[src/rtl/pipe_issue_ctrl_if.sv]
// ---------------------------------------------------------------------------
// pipe_issue_ctrl_if
// Bundles the signals between the two instruction requesters, the issue
// scheduler and pipeline stage 1.
//   master : requester/pipeline side. Drives hold, the req/field inputs and
//            observes the grants, the issue port, illegal and the counters.
//   slave  : the issue scheduler (pipe_issue_ctrl).
// Signals:
//   hold                          system freeze, no grants while high
//   req0/req1                     request, held until the matching grant
//   rs1_k, rs2_k, rd_k, func_k    4-bit instruction fields of requester k
//   addr_k                        8-bit memory address of requester k
//   gnt0/gnt1                     combinational grant, consumed at the edge
//   issue_valid, issue_*          registered issue port to stage 1
//   illegal                       registered pulse: granted func was 12..15
//   issue_cnt, stall_cnt          wrapping statistics counters
// ---------------------------------------------------------------------------
interface pipe_issue_ctrl_if #(
    parameter int CNT_W = 16
);
    logic             hold;
    logic             req0;
    logic [3:0]       rs1_0;
    logic [3:0]       rs2_0;
    logic [3:0]       rd_0;
    logic [3:0]       func_0;
    logic [7:0]       addr_0;
    logic             req1;
    logic [3:0]       rs1_1;
    logic [3:0]       rs2_1;
    logic [3:0]       rd_1;
    logic [3:0]       func_1;
    logic [7:0]       addr_1;
    logic             gnt0;
    logic             gnt1;
    logic             issue_valid;
    logic [3:0]       issue_rs1;
    logic [3:0]       issue_rs2;
    logic [3:0]       issue_rd;
    logic [3:0]       issue_func;
    logic [7:0]       issue_addr;
    logic             illegal;
    logic [CNT_W-1:0] issue_cnt;
    logic [CNT_W-1:0] stall_cnt;

    modport master (
        output hold,
        output req0, rs1_0, rs2_0, rd_0, func_0, addr_0,
        output req1, rs1_1, rs2_1, rd_1, func_1, addr_1,
        input  gnt0, gnt1,
        input  issue_valid, issue_rs1, issue_rs2, issue_rd, issue_func, issue_addr,
        input  illegal, issue_cnt, stall_cnt
    );

    modport slave (
        input  hold,
        input  req0, rs1_0, rs2_0, rd_0, func_0, addr_0,
        input  req1, rs1_1, rs2_1, rd_1, func_1, addr_1,
        output gnt0, gnt1,
        output issue_valid, issue_rs1, issue_rs2, issue_rd, issue_func, issue_addr,
        output illegal, issue_cnt, stall_cnt
    );
endinterface

[src/rtl/pipe_issue_ctrl.sv]
// ---------------------------------------------------------------------------
// pipe_issue_ctrl
// Issue scheduler in front of the 4-stage ALU/regbank/mem pipeline. Two
// requesters are arbitrated round-robin onto one registered issue port.
// Because the pipeline has no forwarding, read-after-write hazards are
// blocked by a shift-register scoreboard of recently issued destinations.
// Illegal func codes (12..15) are consumed but not issued.
//
// Optional feature (macro ISSUE_HAZARD_CHECK_EN):
//   defined     : scoreboard built, hazarded requesters stall, stall_cnt counts
//   not defined : no scoreboard, no hazard stalls, stall_cnt tied to 0
//
// Ports:
//   clk1  rising-edge system clock
//   rst   asynchronous active-high reset
//   bus   pipe_issue_ctrl_if.slave (requests, grants, issue port, counters)
//
// Parameters:
//   HAZ_DEPTH  cycles an issued rd stays pending after its grant (1..8)
//   CNT_W      width of issue_cnt / stall_cnt
// ---------------------------------------------------------------------------
module pipe_issue_ctrl #(
    parameter int HAZ_DEPTH = 3,
    parameter int CNT_W     = 16
) (
    input  logic               clk1,
    input  logic               rst,
    pipe_issue_ctrl_if.slave   bus
);

    // rr_reg = 0 favours requester 0, 1 favours requester 1.
    logic             rr_reg;
    logic             issue_valid_reg;
    logic [3:0]       issue_rs1_reg;
    logic [3:0]       issue_rs2_reg;
    logic [3:0]       issue_rd_reg;
    logic [3:0]       issue_func_reg;
    logic [7:0]       issue_addr_reg;
    logic             illegal_reg;
    logic [CNT_W-1:0] issue_cnt_reg;

    logic       hazard0;
    logic       hazard1;
    logic       elig0;
    logic       elig1;
    logic       gnt0;
    logic       gnt1;
    logic       grant_any;
    logic       grant_legal;
    logic [3:0] sel_rs1;
    logic [3:0] sel_rs2;
    logic [3:0] sel_rd;
    logic [3:0] sel_func;
    logic [7:0] sel_addr;

`ifdef ISSUE_HAZARD_CHECK_EN
    // Scoreboard: entry 0 is the most recent grant; entries age by one
    // position per clock regardless of hold, so hazards drain while frozen.
    logic                 sb_v_reg  [HAZ_DEPTH];
    logic [3:0]           sb_rd_reg [HAZ_DEPTH];
    logic [HAZ_DEPTH-1:0] hit0;
    logic [HAZ_DEPTH-1:0] hit1;
    logic                 stall;
    logic [CNT_W-1:0]     stall_cnt_reg;

    // The scoreboard only holds earlier grants, so an instruction whose rd
    // matches its own sources never blocks itself.
    for (genvar gi = 0; gi < HAZ_DEPTH; gi++) begin : g_sb_cmp
        assign hit0[gi] = sb_v_reg[gi] &
                          ((sb_rd_reg[gi] == bus.rs1_0) | (sb_rd_reg[gi] == bus.rs2_0));
        assign hit1[gi] = sb_v_reg[gi] &
                          ((sb_rd_reg[gi] == bus.rs1_1) | (sb_rd_reg[gi] == bus.rs2_1));
    end

    assign hazard0 = |hit0;
    assign hazard1 = |hit1;

    // A stall cycle: not frozen, someone is asking, yet nobody was granted,
    // which can only mean every active requester is hazarded.
    assign stall = ~bus.hold & (bus.req0 | bus.req1) & ~grant_any;

    always_ff @(posedge clk1 or posedge rst) begin
        if (rst) begin
            for (int i = 0; i < HAZ_DEPTH; i++) begin
                sb_v_reg[i]  <= 1'b0;
                sb_rd_reg[i] <= 4'd0;
            end
            stall_cnt_reg <= '0;
        end else begin
            sb_v_reg[0]  <= grant_legal;
            sb_rd_reg[0] <= sel_rd;
            for (int i = 1; i < HAZ_DEPTH; i++) begin
                sb_v_reg[i]  <= sb_v_reg[i-1];
                sb_rd_reg[i] <= sb_rd_reg[i-1];
            end
            if (stall) begin
                stall_cnt_reg <= stall_cnt_reg + 1'b1;
            end
        end
    end

    assign bus.stall_cnt = stall_cnt_reg;
`else
    assign hazard0       = 1'b0;
    assign hazard1       = 1'b0;
    assign bus.stall_cnt = '0;
`endif

    // Reset is folded into eligibility so grants are low while rst is high
    // even though the arbiter itself is combinational.
    assign elig0 = bus.req0 & ~hazard0 & ~bus.hold & ~rst;
    assign elig1 = bus.req1 & ~hazard1 & ~bus.hold & ~rst;

    // A lone eligible requester wins even when the pointer favours the
    // other one, so a hazarded requester never blocks its neighbour.
    assign gnt0 = elig0 & (~elig1 | ~rr_reg);
    assign gnt1 = elig1 & (~elig0 |  rr_reg);

    assign grant_any = gnt0 | gnt1;

    assign sel_rs1  = gnt1 ? bus.rs1_1  : bus.rs1_0;
    assign sel_rs2  = gnt1 ? bus.rs2_1  : bus.rs2_0;
    assign sel_rd   = gnt1 ? bus.rd_1   : bus.rd_0;
    assign sel_func = gnt1 ? bus.func_1 : bus.func_0;
    assign sel_addr = gnt1 ? bus.addr_1 : bus.addr_0;

    // func 12..15 is the top quarter of the code space.
    assign grant_legal = grant_any & (sel_func[3:2] != 2'b11);

    always_ff @(posedge clk1 or posedge rst) begin
        if (rst) begin
            rr_reg          <= 1'b0;
            issue_valid_reg <= 1'b0;
            issue_rs1_reg   <= 4'd0;
            issue_rs2_reg   <= 4'd0;
            issue_rd_reg    <= 4'd0;
            issue_func_reg  <= 4'd0;
            issue_addr_reg  <= 8'd0;
            illegal_reg     <= 1'b0;
            issue_cnt_reg   <= '0;
        end else begin
            issue_valid_reg <= grant_legal;
            illegal_reg     <= grant_any & ~grant_legal;
            if (grant_any) begin
                // Pointer moves to whichever requester did not win.
                rr_reg         <= gnt0;
                issue_rs1_reg  <= sel_rs1;
                issue_rs2_reg  <= sel_rs2;
                issue_rd_reg   <= sel_rd;
                issue_func_reg <= sel_func;
                issue_addr_reg <= sel_addr;
            end
            if (grant_legal) begin
                issue_cnt_reg <= issue_cnt_reg + 1'b1;
            end
        end
    end

    assign bus.gnt0        = gnt0;
    assign bus.gnt1        = gnt1;
    assign bus.issue_valid = issue_valid_reg;
    assign bus.issue_rs1   = issue_rs1_reg;
    assign bus.issue_rs2   = issue_rs2_reg;
    assign bus.issue_rd    = issue_rd_reg;
    assign bus.issue_func  = issue_func_reg;
    assign bus.issue_addr  = issue_addr_reg;
    assign bus.illegal     = illegal_reg;
    assign bus.issue_cnt   = issue_cnt_reg;

endmodule
[src/flat_wrapper.sv]
// flat-port wrapper written by rule: the top's interface ports become plain ports
module pipe_issue_ctrl_flat 
#(
    parameter int HAZ_DEPTH = 3,
    parameter int CNT_W     = 16
)
  (clk1, rst, bus_hold, bus_req0, bus_rs1_0, bus_rs2_0, bus_rd_0, bus_func_0, bus_addr_0, bus_req1, bus_rs1_1, bus_rs2_1, bus_rd_1, bus_func_1, bus_addr_1, bus_gnt0, bus_gnt1, bus_issue_valid, bus_issue_rs1, bus_issue_rs2, bus_issue_rd, bus_issue_func, bus_issue_addr, bus_illegal, bus_issue_cnt, bus_stall_cnt);
  pipe_issue_ctrl_if #(.CNT_W(CNT_W)) bus_i ();
  input  logic clk1;
  input  logic rst;
  input wire logic [$bits(bus_i.hold)-1:0] bus_hold;
  input wire logic [$bits(bus_i.req0)-1:0] bus_req0;
  input wire logic [$bits(bus_i.rs1_0)-1:0] bus_rs1_0;
  input wire logic [$bits(bus_i.rs2_0)-1:0] bus_rs2_0;
  input wire logic [$bits(bus_i.rd_0)-1:0] bus_rd_0;
  input wire logic [$bits(bus_i.func_0)-1:0] bus_func_0;
  input wire logic [$bits(bus_i.addr_0)-1:0] bus_addr_0;
  input wire logic [$bits(bus_i.req1)-1:0] bus_req1;
  input wire logic [$bits(bus_i.rs1_1)-1:0] bus_rs1_1;
  input wire logic [$bits(bus_i.rs2_1)-1:0] bus_rs2_1;
  input wire logic [$bits(bus_i.rd_1)-1:0] bus_rd_1;
  input wire logic [$bits(bus_i.func_1)-1:0] bus_func_1;
  input wire logic [$bits(bus_i.addr_1)-1:0] bus_addr_1;
  output wire logic [$bits(bus_i.gnt0)-1:0] bus_gnt0;
  output wire logic [$bits(bus_i.gnt1)-1:0] bus_gnt1;
  output wire logic [$bits(bus_i.issue_valid)-1:0] bus_issue_valid;
  output wire logic [$bits(bus_i.issue_rs1)-1:0] bus_issue_rs1;
  output wire logic [$bits(bus_i.issue_rs2)-1:0] bus_issue_rs2;
  output wire logic [$bits(bus_i.issue_rd)-1:0] bus_issue_rd;
  output wire logic [$bits(bus_i.issue_func)-1:0] bus_issue_func;
  output wire logic [$bits(bus_i.issue_addr)-1:0] bus_issue_addr;
  output wire logic [$bits(bus_i.illegal)-1:0] bus_illegal;
  output wire logic [$bits(bus_i.issue_cnt)-1:0] bus_issue_cnt;
  output wire logic [$bits(bus_i.stall_cnt)-1:0] bus_stall_cnt;
  assign bus_i.hold = bus_hold;
  assign bus_i.req0 = bus_req0;
  assign bus_i.rs1_0 = bus_rs1_0;
  assign bus_i.rs2_0 = bus_rs2_0;
  assign bus_i.rd_0 = bus_rd_0;
  assign bus_i.func_0 = bus_func_0;
  assign bus_i.addr_0 = bus_addr_0;
  assign bus_i.req1 = bus_req1;
  assign bus_i.rs1_1 = bus_rs1_1;
  assign bus_i.rs2_1 = bus_rs2_1;
  assign bus_i.rd_1 = bus_rd_1;
  assign bus_i.func_1 = bus_func_1;
  assign bus_i.addr_1 = bus_addr_1;
  assign bus_gnt0 = bus_i.gnt0;
  assign bus_gnt1 = bus_i.gnt1;
  assign bus_issue_valid = bus_i.issue_valid;
  assign bus_issue_rs1 = bus_i.issue_rs1;
  assign bus_issue_rs2 = bus_i.issue_rs2;
  assign bus_issue_rd = bus_i.issue_rd;
  assign bus_issue_func = bus_i.issue_func;
  assign bus_issue_addr = bus_i.issue_addr;
  assign bus_illegal = bus_i.illegal;
  assign bus_issue_cnt = bus_i.issue_cnt;
  assign bus_stall_cnt = bus_i.stall_cnt;
  pipe_issue_ctrl #(.HAZ_DEPTH(HAZ_DEPTH), .CNT_W(CNT_W)) u_core (.clk1(clk1), .rst(rst), .bus(bus_i));
endmodule
[config.mk]
export PLATFORM = sky130hd
export DESIGN_NAME = pipe_issue_ctrl_flat
export DESIGN_NICKNAME = d
export VERILOG_FILES = /design/src/rtl/pipe_issue_ctrl_if.sv /design/src/rtl/pipe_issue_ctrl.sv /design/src/flat_wrapper.sv
export SDC_FILE = /design/constraint.sdc
export NUM_CORES = 1
export LEC_CHECK = 0
export CORE_AREA = 2 2 82 68
export CTS_BUF_LIST = sky130_fd_sc_hd__clkbuf_2 sky130_fd_sc_hd__clkbuf_4 sky130_fd_sc_hd__clkbuf_8
export CTS_CLUSTER_SIZE = 16
export DETAILED_ROUTE_END_ITERATION = 12
export DIE_AREA = 0 0 84 70
export GPL_ROUTABILITY_DRIVEN = 0
export MAX_ROUTING_LAYER = met4
export PLACE_DENSITY = 0.85
export RECOVER_POWER = 100
export SLEW_MARGIN = 20
export SYNTH_ARGS = -nofsm -noshare
export SYNTH_HDL_FRONTEND = slang
export SYNTH_SLANG_ARGS = --single-unit
[constraint.sdc]
create_clock -name clk1 -period 4.3 [get_ports clk1]
set_clock_uncertainty 0.2 [all_clocks]
set_input_delay 0.86 -clock clk1 [delete_from_list [all_inputs] [get_ports clk1]]
set_output_delay 0.86 -clock clk1 [all_outputs]
set_load 0.01 [all_outputs]
**Word-level counts from Yosys, hierarchy flattened**

Cells that the tools add are included.
W data, S select, Z words.

- Output and inout bits: 60
- Flip-flop bits (word level): 43
- Logic and storage cells: 33
- Input bits: 53

- Add/sub/neg operators: 1
- Bitwise logic cells: 17
- Equality and inequality tests: 1
- Muxes and demuxes: 5

Operator list:

| kind | count |
|---|---|
| $add A16 B1 Y16 const B | 1 |
| $mux W4 | 4 |
| $and A1 B1 Y1 | 8 |
| $mux W8 | 1 |
| $not A1 Y1 | 6 |
| $or A1 B1 Y1 | 3 |
| $ne A2 B2 Y1 const B | 1 |

**Logic depth before layout (Yosys ltp)**

Gate-level depths: netlist (run 1).

- Word-level depth: 11
- Depth in mapped cells: 7

**Worst setup path after synthesis (run 1)**

OpenSTA, ideal clock, no wires.

- Path kind: input -> output
- Start point: input port bus_hold
- End point: output port bus_gnt1
- Cell stages on the path: 4
- Path buffers: 1
- Required time: 3.240 ns
- Arrival time: 1.555 ns
- Setup slack: 1.685 ns
- Cell sequence: nor2_4 nand3_4 inv_6 clkbuf_1

- Word-level cells in the longest chain between the ends: 6
- Elaborated cells on any way between the ends: 8
- Those cells by class: 8 x bitwise

Ends and longest elaborated chain:

| item | RTL line | source |
|---|---|---|
| from (decl) | flat_wrapper.sv:11 | `input wire logic [$bits(bus_i.hold)-1:0] bus_hold;` |
| $not A1 Y1 * | pipe_issue_ctrl.sv:111, pipe_issue_ctrl.sv:112 |  |
| $and A1 B1 Y1 (2 in series) | pipe_issue_ctrl.sv:111 | `assign elig0 = bus.req0 & ~hazard0 & ~bus.hold & ~rst;` |
| $not A1 Y1 | pipe_issue_ctrl.sv:117 | `assign gnt1 = elig1 & (~elig0 \| rr_reg);` |
| $or A1 B1 Y1 | pipe_issue_ctrl.sv:117 |  |
| $and A1 B1 Y1 * | pipe_issue_ctrl.sv:117 |  |
| to (decl) | flat_wrapper.sv:25 | `output wire logic [$bits(bus_i.gnt1)-1:0] bus_gnt1;` |

Every way passes the cells marked *; elsewhere a longest branch is shown, timed or not.

**Worst setup path in the final report (run 1)**

- Start point: input port rst
- End point: output port bus_gnt1

- Word-level cells in the longest chain between the ends: 5
- Elaborated cells on any way between the ends: 6
- Those cells by class: 6 x bitwise

Ends and longest elaborated chain:

| item | RTL line | source |
|---|---|---|
| from (decl) | flat_wrapper.sv:10 | `input logic rst;` |
| $not A1 Y1 * | pipe_issue_ctrl.sv:111, pipe_issue_ctrl.sv:112 |  |
| $and A1 B1 Y1 | pipe_issue_ctrl.sv:111 |  |
| $not A1 Y1 | pipe_issue_ctrl.sv:117 |  |
| $or A1 B1 Y1 | pipe_issue_ctrl.sv:117 |  |
| $and A1 B1 Y1 * | pipe_issue_ctrl.sv:117 |  |

Marked as above.

==> impl_metrics.toml, run 1 <==
[run_status]
status = "finished, violations left"
violations = "max-capacitance violations, max-slew violations"

[drt]
avgRoutedWirePerCell_um = 13.4
drtPass1Iterations = 4
drtAntennaViolNets = 0
drt-initial-drc-count = 75
via_count = 1883
drc = 0
post_drt_via_cell_ratio = 4.93
wl_um = 5130

[yosys]
syn_avg_cell_area_sq_um = 9.44
synth_edf_count = 0
ys_types = 34
seq_area_frac_synth = 0.509
synth_top_area_frac = 0.509
synth_most_common_cell = "nand2_1"
synthTopCellsByArea = "dfrtp_1, nand2_1, a31oi_1, buf_4, xnor2_1"
async_flop_share = 1.00
synth_area_leader_cell = "dfrtp_1"
yosysWarnings = 0
synth_seq_cells = 43
ys.flop_type = "dfrtp_1"
synth_common_cells = "nand2_1, dfrtp_1, nor2_1"
mappedNetlistArea_sq_um = 2110
syn_inst = 224

[layout]
largest_reg_flops = 16
fin_area_sq_um = 3140
synthToLayoutAreaGrowth_pct = 48.3
drive_above_1_share = 0.0505
diodes = 0
nets = 371

[sta]
slew_viol_final = 30
max_freq_mhz = 264
finalCriticalPeriod_ns = 3.78
maxSlewHeadroom = -0.0446
fin_crit_sh = 0.879
rsz0062_at_grt = "no"
finalHoldViolCount = 0
finalSetupViolations = 0
worst_slack_ns = 0.519
tightest_slew_ns = 1.57
setup-tns-final_ns = 0

[power]
cellLeakagePower_nw = 1.38
peakVddDrop_uv = 174
p_per_area_nw_per_um2 = 343

[job]
drv_cap = 1

[cts]
cts_inserted_buffers = 5
post-cts-setup-buffer-count = 0
hold_buffers = 0
cts_buffer_depth = 2
cts_resized = 0
insertion_delay_ns = 0.28
cts_root_buffer = "clkbuf_8"
cts_sinks = 43
h-tree-depth = 2
clk_pin_slew_ns = 0.08
cts_tree = "yes"

[global_routing]
gr-usage-all-layers = 0.185
grt_pass1_vias = 1821
grt_max_degree = 30
grt.overflow.total = 0
antenna_found_initial = 0
grt_pass1_wl_um = 8590

[min_path]
hold_depth = 2
hold_class = "reg2reg"
min_from = "u_core.bus.issue_func[3]"
hold_end = "u_core.bus.issue_func[3]"

[setup_path]
r2r_slack_ns = 2.13
critPathLaunch = "rst"
worstSetupPathType = "in2out"
critical_path.startpoint_type = "input pin"
rr_startpoint = "u_core.rr_reg"
crit_fanout = 27
r2r_end = "u_core.bus.issue_cnt[3]"
required_ns = 3.24
arrival_ns = 2.72
cp-end-kind = "primary output"
r2r_cells = 6

[floorplan]
ioPinCount = 113
start_util = 0.407
row_count = 24
die_w_um = 84
fp.dieArea_sq_um = 5880
die_y_um = 70
coreArea_sq_um = 5190

[placed_design]
hpwl_um = 3820
dpl-instance-area_sq_um = 3060
dp_slack_ns = 0.833
portBuffers = 96
-- kinds of logic after synthesis --
| family | count (synthesis) | share of synthesized area |
|---|---|---|
| DFF | 43 | 0.509 |
| other | 1 | 0.00177 |
| muxes | 3 | 0.0148 |
| adders and majority gates | 1 | 0.00592 |
| buffers and inverters | 30 | 0.0876 |
| xor gates and xnor gates | 15 | 0.0621 |
| AOI/OAI and AO/OA | 32 | 0.107 |
| and+or+nand+nor | 99 | 0.212 |
-- where the power goes --
| group | leakage (nW) | switching, mW | internal [mW] |
|---|---|---|---|
| clock | 0.0470 | 0.128 | 0.126 |
| combinational | 0.807 | 0.135 | 0.170 |
| sequential | 0.522 | 0.0500 | 0.468 |
| total | 1.38 | 0.313 | 0.763 |
-- area by class of cell --
cell class,count,area (sq um)
sequential,43,1080
inverter,2,12.5
clock buffer,6,82.6
clock inverter,1,5.00
fill,451,2060
timing repair buffer,99,976
multi-input combinational,166,902
tap,65,81.3
-- through the flow --
step	std cells	util	power, mW	hold slack [ns]
6_report	382	0.604	1.08	0.285
5_1_grt	382	0.604	1.15	0.314
4_1_cts	382	0.606	1.12	0.299
3_5_place_dp	375	0.590	0.862	0.282
3_3_place_gp	375	0.590	0.852	0.264
2_1_floorplan	239	-	0.665	0.271
-- worst max-delay path, cell delays in order --
cell and delay [ns]:
dlygate4sd3_1 0.55, nor2_1 0.34, nand3_4 0.15, inv_6 0.22, clkdlybuf4s50_1 0.58
-- layer usage --
layer | wire length [um] | GRT usage
met5 | 0 | -
met4 | 52 | 0.0538
met3 | 292 | 0.0366
met2 | 2510 | 0.304
met1 | 2270 | 0.236
-- placed cells by master, fill, tap and decap left out --
cell / count
a21oi_1: 2
and4_2: 1
clkinv_2: 1
nand3_1: 5
nor2b_1: 1
and2_2: 1
a21o_2: 1
mux2i_1: 2
a211oi_2: 1
clkdlybuf4s50_1: 51
dfrtp_1: 43
and4_1: 1
xnor2_1: 11
nand4_1: 6
dlygate4sd3_1: 45
nand2_1: 51
nand2b_1: 1
nor2_1: 25
clkbuf_8: 6
inv_6: 1
clkinv_1: 1
a2111oi_4: 1
xor2_1: 4
conb_1: 16
a31oi_1: 23
buf_4: 1
o21a_1: 1
clkbuf_1: 2
and2_1: 1
and3_1: 5
ha_1: 1
nand3_4: 1
o21ai_0: 3
mux2_2: 1
-- worst max path at each step --
stage,slack [ns],end,depth (start not counted)
2_1_floorplan,1.68,bus_gnt1,4
3_3_place_gp,0.86,bus_gnt1,5
3_5_place_dp,0.83,bus_gnt1,5
4_1_cts,0.82,bus_gnt1,5
5_1_grt,0.42,bus_gnt1,5
6_report,0.52,bus_gnt1,5
Power figures use the tool's default switching activity.
==> run 2, diff against run 1 <==
Settings changed: CORE_AREA 2 2 82 68 to 2 2 89 74, DIE_AREA 0 0 84 70 to 0 0 91 76, PLACE_DENSITY 0.85 to 0.76.
Clock period 4.3 ns to 3.3 ns, I/O delays scaled along.
==> run 2 against run 1 <==
Effect of this change: the flow still finishes with violations (max-capacitance violations, max-slew violations); global-route usage decreased by 1.9 points; clock power increased by 33%; combinational power increased by 32%; non-clock buffer count increased by 1; sequential share of layout area decreased by 0.35 points; sequential power increased by 30%; cell count increased by 5.5%; setup slack got worse by 0.31 ns; critical path depth unchanged; first-iteration DRC count increased by 1.3%; hold slack got worse by 0.018 ns; power increased by 31%; largest cell class unchanged.
==> impl_metrics.toml, run 2 (same netlist as run 1, synthesis figures left out) <==
[sta]
finalCriticalPeriod_ns = 3.09
slew_viol_final = 44
rsz0062_at_grt = "no"
maxSlewHeadroom = -0.0753
fin_crit_sh = 0.936
finalSetupViolations = 0
max_freq_mhz = 324
setup-tns-final_ns = 0
finalHoldViolCount = 0
tightest_slew_ns = 1.61

[setup_path]
slowest_delay_ns = 0.64
path_cells = "dlygate4sd3_1 > nor2_4 > nand3_4 > inv_6 > dlygate4sd3_1"
crit_slowest_cell = "dlygate4sd3_1"
critPathMostFrequentCell = "dlygate4sd3_1"
r2r_slack_ns = 0.96
crit_fanout = 5
cp-end-kind = "primary output"
worstSetupPathType = "in2out"
required_ns = 2.44
critical_path.startpoint_type = "input pin"
arrival_ns = 2.23

[floorplan]
die_y_um = 76
row_count = 26
start_util = 0.346
fp.dieArea_sq_um = 6920
coreArea_sq_um = 6120
die_w_um = 91
ioPinCount = 113

[layout]
layout_common_cells = "nand2_1, clkdlybuf4s50_1, dlygate4sd3_1, dfrtp_1, nor2_1"
fillers = 576
diodes = 0
nets = 372
largest_reg_flops = 16
fin_area_sq_um = 3170
synthToLayoutAreaGrowth_pct = 49.8
drive_above_1_share = 0.0658

[power]
power_mw = 1.41
cellLeakagePower_nw = 1.40
p_per_area_nw_per_um2 = 445
peakVddDrop_uv = 296

[global_routing]
grt_pass1_wl_um = 9100
gr-usage-all-layers = 0.167
grt_pass1_vias = 1839
grt_max_degree = 45
grt.overflow.total = 0
antenna_found_initial = 0

[drt]
post_drt_via_cell_ratio = 4.73
drt-initial-drc-count = 76
avgRoutedWirePerCell_um = 13.5
wl_um = 5450
drc = 0
via_count = 1907
drtPass1Iterations = 4
drtAntennaViolNets = 0

[run_status]
status = "finished, violations left"
violations = "max-capacitance violations, max-slew violations"

[cts]
clk_pin_slew_ns = 0.08
cts_root_buffer = "clkbuf_8"
cts_inserted_buffers = 5
insertion_delay_ns = 0.29
hold_buffers = 0
h-tree-depth = 2
cts_tree = "yes"
post-cts-setup-buffer-count = 0
cts_buffer_depth = 2
cts_resized = 0
cts_sinks = 43

[min_path]
hold_class = "reg2reg"

[placed_design]
hpwl_um = 3960
dpl-instance-area_sq_um = 3090
portBuffers = 96

[job]
drv_cap = 1
-- run 2: final cells by class --
class	instances	area [sq um]	area share
Clock buffer	7	83.8	0.0265
Clock inverter	1	5.00	0.00158
Inverter	2	12.5	0.00395
Multi-Input combinational cell	166	897	0.283
Sequential cell	43	1080	0.340
Tap cell	84	105	0.0332
Timing Repair Buffer	100	988	0.312
-- run 2: report_power, final --
| group | leakage [nW] | switching, mW | internal, mW |
|---|---|---|---|
| registers | 0.522 | 0.0619 | 0.609 |
| logic | 0.824 | 0.180 | 0.223 |
| clock network | 0.0491 | 0.172 | 0.165 |
-- run 2: final timing paths --
path,startpoint,to,cells past startpoint
hold / removal,u_core.bus.issue_cnt[15],u_core.bus.issue_cnt[15],1
hold reg to reg,u_core.bus.issue_cnt[15],u_core.bus.issue_cnt[15],1
setup reg to reg,u_core.rr_reg,u_core.bus.issue_cnt[10],7
setup / recovery,rst,bus_gnt1,5
min in group asynchronous,rst,u_core.bus.illegal,2
max in group asynchronous,rst,u_core.bus.issue_rs1[0],2
-- run 2: critical path: cells and delay by family --
family | cells | cell delay [ns]
and+or+nand+nor | 2 | 0.27
buffers and inverters | 3 | 1.28
-- run 2: per-layer routing --
layer | track usage | part of all wire
met4 | 0.0439 | 0.013
met1 | 0.227 | 0.46
met2 | 0.249 | 0.45
met5 | - | 0
met3 | 0.0455 | 0.080
-- run 2: stage by stage --
stage / util / cells / setup slack [ns] / hold slack (ns)
2_1_floorplan: - / 239 / 1.08 / 0.271
3_3_place_gp: 0.506 / 395 / 0.350 / 0.265
3_5_place_dp: 0.506 / 395 / 0.346 / 0.272
4_1_cts: 0.520 / 403 / 0.346 / 0.283
5_1_grt: 0.518 / 403 / 0.145 / 0.308
6_report: 0.518 / 403 / 0.212 / 0.267
